==> config.mk <==
export PLATFORM = sky130hd
export DESIGN_NAME = mult_share_arbiter
export DESIGN_NICKNAME = d
export VERILOG_FILES = /design/src/rtl/mult_share_arbiter.sv
export SDC_FILE = /design/constraint.sdc
export NUM_CORES = 1
export LEC_CHECK = 0
export ABC_AREA = 1
export CAP_MARGIN = 20
export CORE_ASPECT_RATIO = 0.9
export CORE_MARGIN = 3
export CORE_UTILIZATION = 45
export DETAILED_ROUTE_END_ITERATION = 6
export GPL_TIMING_DRIVEN = 0
export MAX_ROUTING_LAYER = met4
export PLACE_DENSITY = 0.9
export SYNTH_ARGS = -nofsm -noshare
export SYNTH_HDL_FRONTEND = slang
export SYNTH_SLANG_ARGS = --single-unit
==> constraint.sdc <==
create_clock -name clk -period 5.24 [get_ports clk]
set_clock_uncertainty 0.2 [all_clocks]
set_input_delay 0.786 -clock clk [delete_from_list [all_inputs] [get_ports clk]]
set_output_delay 0.786 -clock clk [all_outputs]
set_load 0.03 [all_outputs]
==> src/rtl/mult_share_arbiter.sv <==
// Round-robin arbiter that time-shares one multiply unit between N_REQ requesters.
// It latches the winner's operands, pulses start, then returns the product or a timeout error.
module mult_share_arbiter #(
    parameter int N_REQ   = 2,
    parameter int WIDTH   = 16,
    parameter int TIMEOUT = 64
) (
    input  logic                     clk,
    input  logic                     nRST,
    input  logic [N_REQ-1:0]         req,
    input  logic [N_REQ*WIDTH-1:0]   op_a,
    input  logic [N_REQ*WIDTH-1:0]   op_b,
    output logic [N_REQ-1:0]         gnt,
    output logic [N_REQ-1:0]         done,
    output logic [WIDTH-1:0]         result,
    output logic                     err,
    output logic                     busy,
    output logic                     mult_start,
    output logic [WIDTH-1:0]         mult_in1,
    output logic [WIDTH-1:0]         mult_in2,
    input  logic [WIDTH-1:0]         mult_out,
    input  logic                     mult_finish
);

    localparam int IDX_W = $clog2(N_REQ);
    localparam int TMR_W = $clog2(TIMEOUT);

    typedef enum logic [1:0] {
        IDLE,
        ISSUE,
        WAIT,
        RESP
    } state_t;

    state_t             state_q, state_d;
    logic [IDX_W-1:0]   ptr_q, ptr_d;
    logic [IDX_W-1:0]   win_q, win_d;
    logic [TMR_W-1:0]   timer_q, timer_d;
    logic [N_REQ-1:0]   gnt_q, gnt_d;
    logic [N_REQ-1:0]   done_q, done_d;
    logic [WIDTH-1:0]   result_q, result_d;
    logic               err_q, err_d;
    logic               busy_q, busy_d;
    logic               start_q, start_d;
    logic [WIDTH-1:0]   in1_q, in1_d;
    logic [WIDTH-1:0]   in2_q, in2_d;

    logic               found;
    logic [IDX_W-1:0]   win_idx;
    logic [IDX_W-1:0]   cand;

    // Walk the requesters starting just after the last winner; the first set bit wins.
    always_comb begin
        found   = 1'b0;
        win_idx = '0;
        cand    = ptr_q;
        for (int i = 0; i < N_REQ; i++) begin
            cand = (cand == IDX_W'(N_REQ - 1)) ? '0 : cand + 1'b1;
            if (!found && req[cand]) begin
                found   = 1'b1;
                win_idx = cand;
            end
        end
    end

    always_comb begin
        state_d  = state_q;
        ptr_d    = ptr_q;
        win_d    = win_q;
        timer_d  = timer_q;
        gnt_d    = gnt_q;
        done_d   = done_q;
        result_d = result_q;
        err_d    = err_q;
        start_d  = start_q;
        in1_d    = in1_q;
        in2_d    = in2_q;

        case (state_q)
            IDLE: begin
                if (found) begin
                    gnt_d          = '0;
                    gnt_d[win_idx] = 1'b1;
                    win_d          = win_idx;
                    in1_d          = op_a[win_idx*WIDTH +: WIDTH];
                    in2_d          = op_b[win_idx*WIDTH +: WIDTH];
                    start_d        = 1'b1;
                    state_d        = ISSUE;
                end
            end
            ISSUE: begin
                start_d = 1'b0;
                timer_d = '0;
                state_d = WAIT;
            end
            WAIT: begin
                // A finish arriving on the last allowed cycle still counts as success.
                if (mult_finish) begin
                    result_d = mult_out;
                    err_d    = 1'b0;
                    done_d   = gnt_q;
                    state_d  = RESP;
                end else if (timer_q == TMR_W'(TIMEOUT - 1)) begin
                    result_d = '0;
                    err_d    = 1'b1;
                    done_d   = gnt_q;
                    state_d  = RESP;
                end else begin
                    timer_d = timer_q + 1'b1;
                end
            end
            RESP: begin
                done_d  = '0;
                err_d   = 1'b0;
                gnt_d   = '0;
                ptr_d   = win_q;
                state_d = IDLE;
            end
            default: begin
                state_d = IDLE;
            end
        endcase

        busy_d = (state_d != IDLE);
    end

    always_ff @(posedge clk or posedge nRST) begin
        if (nRST) begin
            state_q  <= IDLE;
            ptr_q    <= IDX_W'(N_REQ - 1);
            win_q    <= '0;
            timer_q  <= '0;
            gnt_q    <= '0;
            done_q   <= '0;
            result_q <= '0;
            err_q    <= 1'b0;
            busy_q   <= 1'b0;
            start_q  <= 1'b0;
            in1_q    <= '0;
            in2_q    <= '0;
        end else begin
            state_q  <= state_d;
            ptr_q    <= ptr_d;
            win_q    <= win_d;
            timer_q  <= timer_d;
            gnt_q    <= gnt_d;
            done_q   <= done_d;
            result_q <= result_d;
            err_q    <= err_d;
            busy_q   <= busy_d;
            start_q  <= start_d;
            in1_q    <= in1_d;
            in2_q    <= in2_d;
        end
    end

    assign gnt        = gnt_q;
    assign done       = done_q;
    assign result     = result_q;
    assign err        = err_q;
    assign busy       = busy_q;
    assign mult_start = start_q;
    assign mult_in1   = in1_q;
    assign mult_in2   = in2_q;

endmodule

==> run_results.csv, run 1 <==
group,metric,value,unit
place,hpwl,6540,um
synth,yosysTopAreaCell,"dfrtp_1",
global_routing,grt_pass1_wl,14100,um
drt,vias,3223,
cells_and_area,final_layout_size_suffix_gt1_share,8.01,%
clock_tree,path_clk_slew,0.06,ns
clock_tree,worst_skew_pair.late_latency,0.34,ns
synth,synth_flop_cell,"dfrtp_1",
sta,finalCritPeriodShare,46.3,%
synth,ys_ff_latch,65,
worst_hold_path,hold_depth,2,
worst_setup_path,path_class,"flip-flop to output pin",
worst_setup_path,cp_max_fo,3,
clock_tree,cts_setup_buffers,0,
clock_tree,cts.sinks,65,
sta,finalHoldViolCount,0,
synth,synthTopCellsByArea,"dfrtp_1 51%, nand2_1 30%, nand3_1 5.4%",
place,place_ws,2.74,ns
floorplan,row_count,28,
clock_tree,h-tree-depth,3,
drt,drt_first_pass_iters,4,
sta,layout_min_cycle_time,2.43,ns
global_routing,grt_use_total,22.6,%
run,max_cap_viol_count,0,
synth,synth_edf_count,0,
cells_and_area,layout.nets,659,
worst_setup_path,path_delay_family,"buffers and inverters",
run_status,outcome,"completed",
drt,wl_per_cell,13.0,um
synth,synthDominantCellAreaShare,51.0,%
cells_and_area,diodes,0,
worst_setup_path,cp_num_cells,1,
floorplan,die_area,0.00802,mm^2
worst_setup_path,cp.arrival,1.44,ns
worst_setup_path,cp-start-kind,"flip-flop",
cells_and_area,final_common_cell,"nand2_1",
synth,syn_inst,419,
synth,synth-async-reset-ratio,100,%
worst_setup_path,reg2reg_from,"state_q[0]",
clock_tree,clk_path_buf_depth,2,
drt,drc,0,
power,max-vdd-ir-drop,0.000319,V
floorplan,core,0.00666,mm^2
worst_setup_path,cp.buffers_inverters,1,
clock_tree,cts_hold_buf,0,
synth,avgSynthCellArea,7.50,um^2
sta,fin_tns_setup,0,ns
worst_setup_path,rrSetupSlack,3.36,ns
sta,relSlewSlack,56.2,%
worst_setup_path,cp-startpoint,"gnt[1]",
floorplan,io_pins,140,
place,place_congestion,0.845,
floorplan,die_x,94.1,um
worst_setup_path,r2r-end,"timer_q[2]",
global_routing,grt_pass1_vias,3203,
clock_tree,post_cts_resized,0,
power,power_density,558,mW/mm^2
sta,slew_viol_final,0,
drt,drt_wl_total,8610,um
drt,drt_iter0_markers,168,
worst_setup_path,crit_required,4.25,ns
synth,syn_nets,509,
clock_tree,numCtsBuffers,9,
drt,postRouteAntennaNets,0,
sta,clock.fmax,412,MHz
synth,yosysWarnings,0,
drt,vias_per_cell,4.85,
synth,yosysSeqAreaShare,51.8,%
global_routing,grt-ovfl-total,0,
worst_hold_path,hold_class,"flip-flop to flip-flop",
sta,setup_viol,0,
sta,rsz0062_at_grt,"no",
global_routing,antenna_found_initial,0,
power,leakage,2.46,nW
place,numPortBuffers,138,
worst_setup_path,crit_chain,"clkdlybuf4s50_1",
clock_tree,clockRootBuffer,"clkbuf_8",
sta,tightest_slew,0.656,ns
worst_setup_path,max_stage_delay,0.71,ns
floorplan,start_util,47.2,%
worst_setup_path,crit_path_end_kind,"output pin",
clock_tree,cts_tree,"yes",
synth,ys_types,20,
synth,synth.cell_area,0.00314,mm^2
cells_and_area,most-common-layout-cells,"251 x nand2_1, 138 x clkdlybuf4s50_1, 64 x dfrtp_1",
worst_setup_path,reg2reg_depth,5,
floorplan,fp.dieH,85.3,um
cells_and_area,area_delta_synth_final,54.2,%
worst_setup_path,cp_slowest_cell,"clkdlybuf4s50_1",
global_routing,grt_max_degree,36,
worst_setup_path,critPathCapture,"gnt[1]",
sta,setup_slack,2.81,ns
## logic make-up (layout without fill, tap and decap cells)
group / count (synthesis) / in the layout / share of synthesized area [%]
AO/OA/AOI/OAI: 13 / 13 / 2.23
flip-flops: 65 / 65 / 51.8
buffers and inverters: 35 / 190 / 5.38
adder cells (fa/ha/maj): 5 / 5 / 1.99
AND/OR/NAND/NOR: 301 / 301 / 38.6
## power breakdown
group,total (mW),internal (mW),switching (mW)
sequential,0.852,0.720,0.132
clock,0.412,0.232,0.180
combinational,1.44,0.568,0.871
## worst min path at each step
stage,start,to,slack (ns)
final,result[0],result[0],0.27
after global routing,result[3],result[3],0.29
after CTS,result[10],result[10],0.28
after floorplan,win_q,win_q,0.25
after detailed placement,result[10],result[10],0.26
after global placement,result[10],result[10],0.25
## state kept, by name (all words and copies together) (netlist names), 2 cells and up
signal	cells
mult_in2	16
timer_q	6
state_q	2
done	2
mult_in1	16
result	16
gnt	2
## area by class of cell
| class | instances | area, um^2 |
|---|---|---|
| plain buffers | 17 | 96.3 |
| flip-flops and latches | 65 | 1630 |
| fillers | 536 | 1810 |
| multi-input cells | 319 | 1350 |
| repair buffers | 139 | 1400 |
| clock inverters | 3 | 40.0 |
| inverters | 18 | 72.6 |
| well taps | 90 | 113 |
| clock buffers | 13 | 149 |
## per-stage QoR
stage	hold WS [ns]	instances	util [%]	area, um^2	total power [mW]
detailed placement	0.260	648	69.9	4660	2.30
CTS	0.276	664	72.8	4840	2.72
global placement	0.254	647	69.6	4640	2.26
global route	0.293	664	72.8	4840	2.89
floorplan	0.253	419	-	3140	1.69
finish	0.270	664	72.8	4840	2.70
## synth_stat cells (2+ instances only)
cell      instances
ha_1              5
buf_2            13
o211ai_1          2
nand2_1         251
inv_2             3
nand4_1           2
o21ai_0          10
clkbuf_1          3
nor2_1            2
inv_1            14
nand3_1          34
dfrtp_1          64
nand2_2           8
or2_2             2
## routing by layer
| layer | part of all wire, % | vias to the layer above | GRT usage, % |
|---|---|---|---|
| met5 | 0 | - | - |
| met4 | 1.5 | 0 | 7.35 |
| met3 | 10 | 13 | 7.80 |
| met2 | 46 | 147 | 37.0 |
| met1 | 42 | 1473 | 26.0 |
| li1 | - | 1590 | - |
Power figures use the tool's default switching activity.
==> inputs of run 2 (changes only) <==
--- a/config.mk
+++ b/config.mk
@@ -9,11 +9,11 @@
 export CAP_MARGIN = 20
 export CORE_ASPECT_RATIO = 0.9
 export CORE_MARGIN = 3
-export CORE_UTILIZATION = 45
+export CORE_UTILIZATION = 42
 export DETAILED_ROUTE_END_ITERATION = 6
 export GPL_TIMING_DRIVEN = 0
 export MAX_ROUTING_LAYER = met4
-export PLACE_DENSITY = 0.9
+export PLACE_DENSITY = 0.85
 export SYNTH_ARGS = -nofsm -noshare
 export SYNTH_HDL_FRONTEND = slang
 export SYNTH_SLANG_ARGS = --single-unit
==> constraint.sdc (replaced) <==
create_clock -name clk -period 2.3 [get_ports clk]
set_clock_uncertainty 0.2 [all_clocks]
set_input_delay 0.345 -clock clk [delete_from_list [all_inputs] [get_ports clk]]
set_output_delay 0.345 -clock clk [all_outputs]
set_load 0.03 [all_outputs]
==> run_results.csv, run 2 (same netlist as run 1, synthesis figures left out) <==
group,metric,value,unit
run_status,outcome,"completed",
sta,setup_viol,0,
worst_setup_path,crit_required,1.75,ns
drt,drt_first_pass_iters,4,
sta,slew_viol_final,0,
worst_setup_path,cp_max_fo,3,
global_routing,grt_pass1_vias,2964,
worst_setup_path,cp.buffers_inverters,1,
clock_tree,h-tree-depth,3,
worst_setup_path,crit_chain,"clkdlybuf4s50_1",
drt,vias_per_cell,4.77,
cells_and_area,layout.nets,659,
cells_and_area,area_delta_synth_final,53.4,%
cells_and_area,final_common_cell,"nand2_1",
floorplan,die_area,0.00856,mm^2
cells_and_area,final_cells,666,
clock_tree,clk_path_buf_depth,2,
clock_tree,cts_setup_buffers,0,
sta,layout_min_cycle_time,1.95,ns
drt,drc,0,
cells_and_area,most-common-layout-cells,"251 x nand2_1, 138 x clkdlybuf4s50_1, 64 x dfrtp_1",
drt,postRouteAntennaNets,0,
global_routing,grt_pass1_wl,13500,um
clock_tree,cts_tree,"yes",
sta,clock.fmax,512,MHz
floorplan,io_pins,140,
clock_tree,clockRootBuffer,"clkbuf_8",
place,place_ws,0.200,ns
place,dpl.cell_count,651,
global_routing,grt-ovfl-total,0,
drt,vias,3180,
sta,finalHoldViolCount,0,
floorplan,die_x,97.2,um
sta,rsz0062_at_grt,"no",
clock_tree,worst_skew_pair.late_latency,0.33,ns
clock_tree,numCtsBuffers,9,
clock_tree,cts_hold_buf,0,
place,hpwl,6280,um
place,numPortBuffers,138,
worst_setup_path,path_class,"flip-flop to output pin",
power,power_density,1240,mW/mm^2
power,fin_total_pwr,5.99,mW
floorplan,row_count,29,
floorplan,core,0.00715,mm^2
cells_and_area,fillerInstances,597,
clock_tree,post_cts_resized,0,
sta,tightest_slew,0.590,ns
floorplan,start_util,44.0,%
clock_tree,path_clk_slew,0.06,ns
place,place_congestion,0.801,
global_routing,grt_max_degree,39,
cells_and_area,diodes,0,
worst_hold_path,hold_class,"primary input to flip-flop",
worst_setup_path,cp-start-kind,"flip-flop",
sta,relSlewSlack,60.6,%
worst_setup_path,max_stage_delay,0.71,ns
worst_setup_path,cp.arrival,1.41,ns
sta,setup_slack,0.346,ns
cells_and_area,final_layout_size_suffix_gt1_share,8.20,%
drt,wl_per_cell,12.3,um
power,leakage,2.45,nW
power,max-vdd-ir-drop,0.000498,V
worst_setup_path,crit_path_end_kind,"output pin",
worst_setup_path,path_delay_family,"buffers and inverters",
global_routing,grt_use_total,20.2,%
global_routing,antenna_found_initial,0,
sta,hold_slack,0.161,ns
sta,finalCritPeriodShare,85.0,%
run,max_cap_viol_count,0,
worst_setup_path,cp_slowest_cell,"clkdlybuf4s50_1",
drt,drt_wl_total,8180,um
drt,drt_iter0_markers,111,
clock_tree,cts.sinks,65,
floorplan,fp.dieH,88.1,um
-- run 2: cell count changes in the layout (fill, tap and decap cells not counted) --
cell       change
bufinv_16      -1
clkbuf_1       -2
clkinv_2       +2
-- run 2: path summary, 6_finish.rpt --
kind / start / end / slack, ns / cells past startpoint
min in group asynchronous: nRST / result[6] / 0.21 / 2
max reg2reg: state_q[0] / mult_in2[7] / 0.46 / 7
max: gnt[1] / gnt[1] / 0.35 / 1
max in group asynchronous: nRST / ptr_q / 1.02 / 3
min: mult_finish / result[14] / 0.16 / 3
min reg2reg: result[4] / result[4] / 0.28 / 2
-- run 2: worst reg2reg max path, cell delays in order, from the launching register on --
cell and delay (ns):
dfrtp_1 0.42, inv_1 0.12, ha_1 0.28, nand2_2 0.19
inv_2 0.19, buf_2 0.24, nand2_1 0.08, nand2_1 0.06
-- run 2: layout make-up --
type,count,area (um^2),area share (%)
well taps,93,116,2.41
clock inverters,4,20.0,0.415
plain buffers,17,96.3,2.00
clock buffers,11,141,2.93
flip-flops and latches,65,1630,33.8
repair buffers,139,1400,29.1
inverters,18,72.6,1.51
multi-input cells,319,1350,27.9
-- run 2: where the power goes --
group	switching [mW]	total (mW)	internal, mW	leakage (nW)
logic	1.97	3.26	1.29	1.54
registers	0.289	1.93	1.64	0.820
clock network	0.397	0.803	0.407	0.0887
-- run 2: metrics by stage --
| stage | setup TNS (ns) | cell area, um^2 | utilization (%) |
|---|---|---|---|
| floorplan | 0 | 3140 | - |
| global placement | -63.15 | 4640 | 64.9 |
| detailed placement | 0 | 4660 | 65.2 |
| CTS | 0 | 4820 | 67.4 |
| global route | 0 | 4820 | 67.4 |
| finish | 0 | 4820 | 67.4 |
-- run 2: metal layers --
metal  share of wire, %  global-route usage, %
met5                  0                      -
met1                 42                   23.1
met3                8.7                   6.05
met4                1.3                   7.02
met2                 48                   34.1
==> inputs of run 3 (changes only) <==
--- a/config.mk
+++ b/config.mk
@@ -9,11 +9,11 @@
 export CAP_MARGIN = 20
 export CORE_ASPECT_RATIO = 0.9
 export CORE_MARGIN = 3
-export CORE_UTILIZATION = 42
+export CORE_UTILIZATION = 38
 export DETAILED_ROUTE_END_ITERATION = 6
 export GPL_TIMING_DRIVEN = 0
 export MAX_ROUTING_LAYER = met4
-export PLACE_DENSITY = 0.85
+export PLACE_DENSITY = 0.82
 export SYNTH_ARGS = -nofsm -noshare
 export SYNTH_HDL_FRONTEND = slang
 export SYNTH_SLANG_ARGS = --single-unit
==> constraint.sdc (replaced) <==
create_clock -name clk -period 1.78 [get_ports clk]
set_clock_uncertainty 0.2 [all_clocks]
set_input_delay 0.267 -clock clk [delete_from_list [all_inputs] [get_ports clk]]
set_output_delay 0.267 -clock clk [all_outputs]
set_load 0.03 [all_outputs]
==> run_results.csv, run 3 (same netlist as run 1, synthesis figures left out) <==
group,metric,value,unit
run_status,outcome,"completed",
drt,highest_layer,"met4",
global_routing,grt_pass1_wl,13800,um
place,dpl.cell_count,654,
worst_setup_path,reg2reg_depth,10,
global_routing,grt-ovfl-total,0,
sta,finalHoldViolCount,0,
clock_tree,clk_path_buf_depth,2,
power,swShare,45.4,%
clock_tree,worst_skew_pair.late_latency,0.33,ns
cells_and_area,final_layout_size_suffix_gt1_share,10.2,%
cells_and_area,diodes,0,
place,numPortBuffers,138,
floorplan,row_count,30,
cells_and_area,final_common_cell,"nand2_1",
drt,wl_per_cell,12.6,um
drt,vias_per_cell,4.66,
drt,drc,0,
global_routing,antenna_found_initial,0,
floorplan,die_area,0.00940,mm^2
sta,tightest_slew,0.598,ns
drt,vias,3147,
place,place_ws,-0.204,ns
global_routing,grt_pass1_vias,3038,
floorplan,core,0.00777,mm^2
sta,relSlewSlack,60.0,%
cells_and_area,most-common-layout-cells,"250 x nand2_1, 83 x clkdlybuf4s50_1, 63 x dfrtp_1",
worst_setup_path,cp.arrival,1.69,ns
global_routing,grt_max_degree,40,
clock_tree,cts_tree,"yes",
cells_and_area,layout.nets,664,
power,switchingPower,3.49,mW
drt,drt_wl_total,8510,um
drt,drt-met1-wl,3660,um
clock_tree,numCtsBuffers,9,
clock_tree,cts_hold_buf,0,
sta,setup_slack,0.103,ns
clock_tree,cts.sinks,65,
worst_setup_path,crit_required,1.80,ns
floorplan,fp.dieH,92.3,um
power,clkPwrFrac,15.7,%
drt,drt_iter0_markers,66,
drt,route.met3.wl,854,um
cells_and_area,fillerInstances,684,
sta,fin_tns_setup,0,ns
power,max-vdd-ir-drop,0.000727,V
power,p_comb_share,51.9,%
floorplan,io_pins,140,
power,leakage,2.63,nW
worst_setup_path,crit_path_end_kind,"flip-flop",
drt,wl_met2,3830,um
sta,layout_min_cycle_time,1.68,ns
worst_hold_path,hold_class,"primary input to flip-flop",
power,power_density,1580,mW/mm^2
clock_tree,path_clk_slew,0.07,ns
power,p_seq_share,32.5,%
sta,hold_slack,0.0796,ns
cells_and_area,final_cells,675,
sta,finalCritPeriodShare,94.2,%
cells_and_area,multi_input_area,0.00138,mm^2
worst_hold_path,hold_depth,3,
place,place_congestion,0.780,
cells_and_area,area_delta_synth_final,54.9,%
floorplan,start_util,40.4,%
drt,drt_first_pass_iters,4,
worst_setup_path,path_class,"flip-flop to flip-flop",
sta,slew_viol_final,0,
worst_setup_path,cp-start-kind,"flip-flop",
worst_setup_path,cp_max_fo,10,
cells_and_area,seq_area,0.00163,mm^2
sta,setup_viol,0,
drt,postRouteAntennaNets,0,
floorplan,die_x,102,um
place,hpwl,6520,um
power,power.internal,4.19,mW
run,max_cap_viol_count,0,
global_routing,grt_use_total,18.9,%
clock_tree,h-tree-depth,3,
sta,clock.fmax,596,MHz
clock_tree,clockRootBuffer,"clkbuf_8",
power,fin_total_pwr,7.69,mW
## run 3: changes by cell type in the layout (fill, tap and decap cells not counted), sizes merged
cell / previous run / this run
clkinv: 4 / 2
buf: 15 / 17
inv: 18 / 17
clkbuf: 14 / 19
dlygate4sd2: 0 / 55
bufinv: 0 / 1
clkdlybuf4s50: 138 / 83
clkinvlp: 0 / 1
## run 3: through the flow
stage	util [%]	cell area (um^2)
final	62.6	4870
after global routing	62.6	4870
after CTS	61.8	4800
after detailed placement	60.1	4670
after global placement	59.8	4650
after floorplan	-	3150
## run 3: layout make-up
cell class	count	share of cell area [%]
Buffer	17	2.16
Clock buffer	13	3.06
Clock inverter	3	0.823
Inverter	18	1.62
Multi-Input combinational cell	319	28.3
Sequential cell	65	33.5
Tap cell	96	2.47
Timing Repair Buffer	144	28.1
## run 3: power groups by stage
stage | clock, mW | sequential [mW] | combinational [mW]
after floorplan | 0 | 3.58 | 1.41
after global placement | 0 | 2.50 | 4.17
after detailed placement | 0 | 2.52 | 4.27
after CTS | 1.24 | 2.49 | 3.91
after global routing | 1.32 | 2.57 | 4.38
final | 1.21 | 2.49 | 3.99
## run 3: path summary, 6_finish.rpt
kind / from / to / slack (ns)
setup / recovery: state_q[0] / result[8] / 0.10
hold / removal: mult_finish / result[10] / 0.08
setup reg to reg: state_q[0] / result[8] / 0.10
hold reg to reg: result[4] / result[4] / 0.27
max in group asynchronous: nRST / ptr_q / 0.58
min in group asynchronous: nRST / result[0] / 0.16
## run 3: repair_timing
action                                  4_1_cts  5_1_grt
buffers inserted                              0        5
pin swaps                                     0        1
endpoints found under the setup margin      100       43
resized for setup                            59       10
## run 3: worst max-delay path: stages (launching register included)
cell	delay, ns
dfrtp_1	0.41
inv_2	0.11
ha_4	0.17
inv_2	0.04
nor2_1	0.11
nand2_2	0.11
nand2_4	0.11
inv_6	0.06
buf_12	0.14
nand2_2	0.05
nand2_1	0.05
## run 3: per-layer routing
| layer | track usage (%) | vias to the layer above |
|---|---|---|
| met5 | - | - |
| met4 | 7.54 | 0 |
| met3 | 7.15 | 15 |
| met2 | 28.3 | 130 |
| met1 | 23.2 | 1407 |
| li1 | - | 1595 |
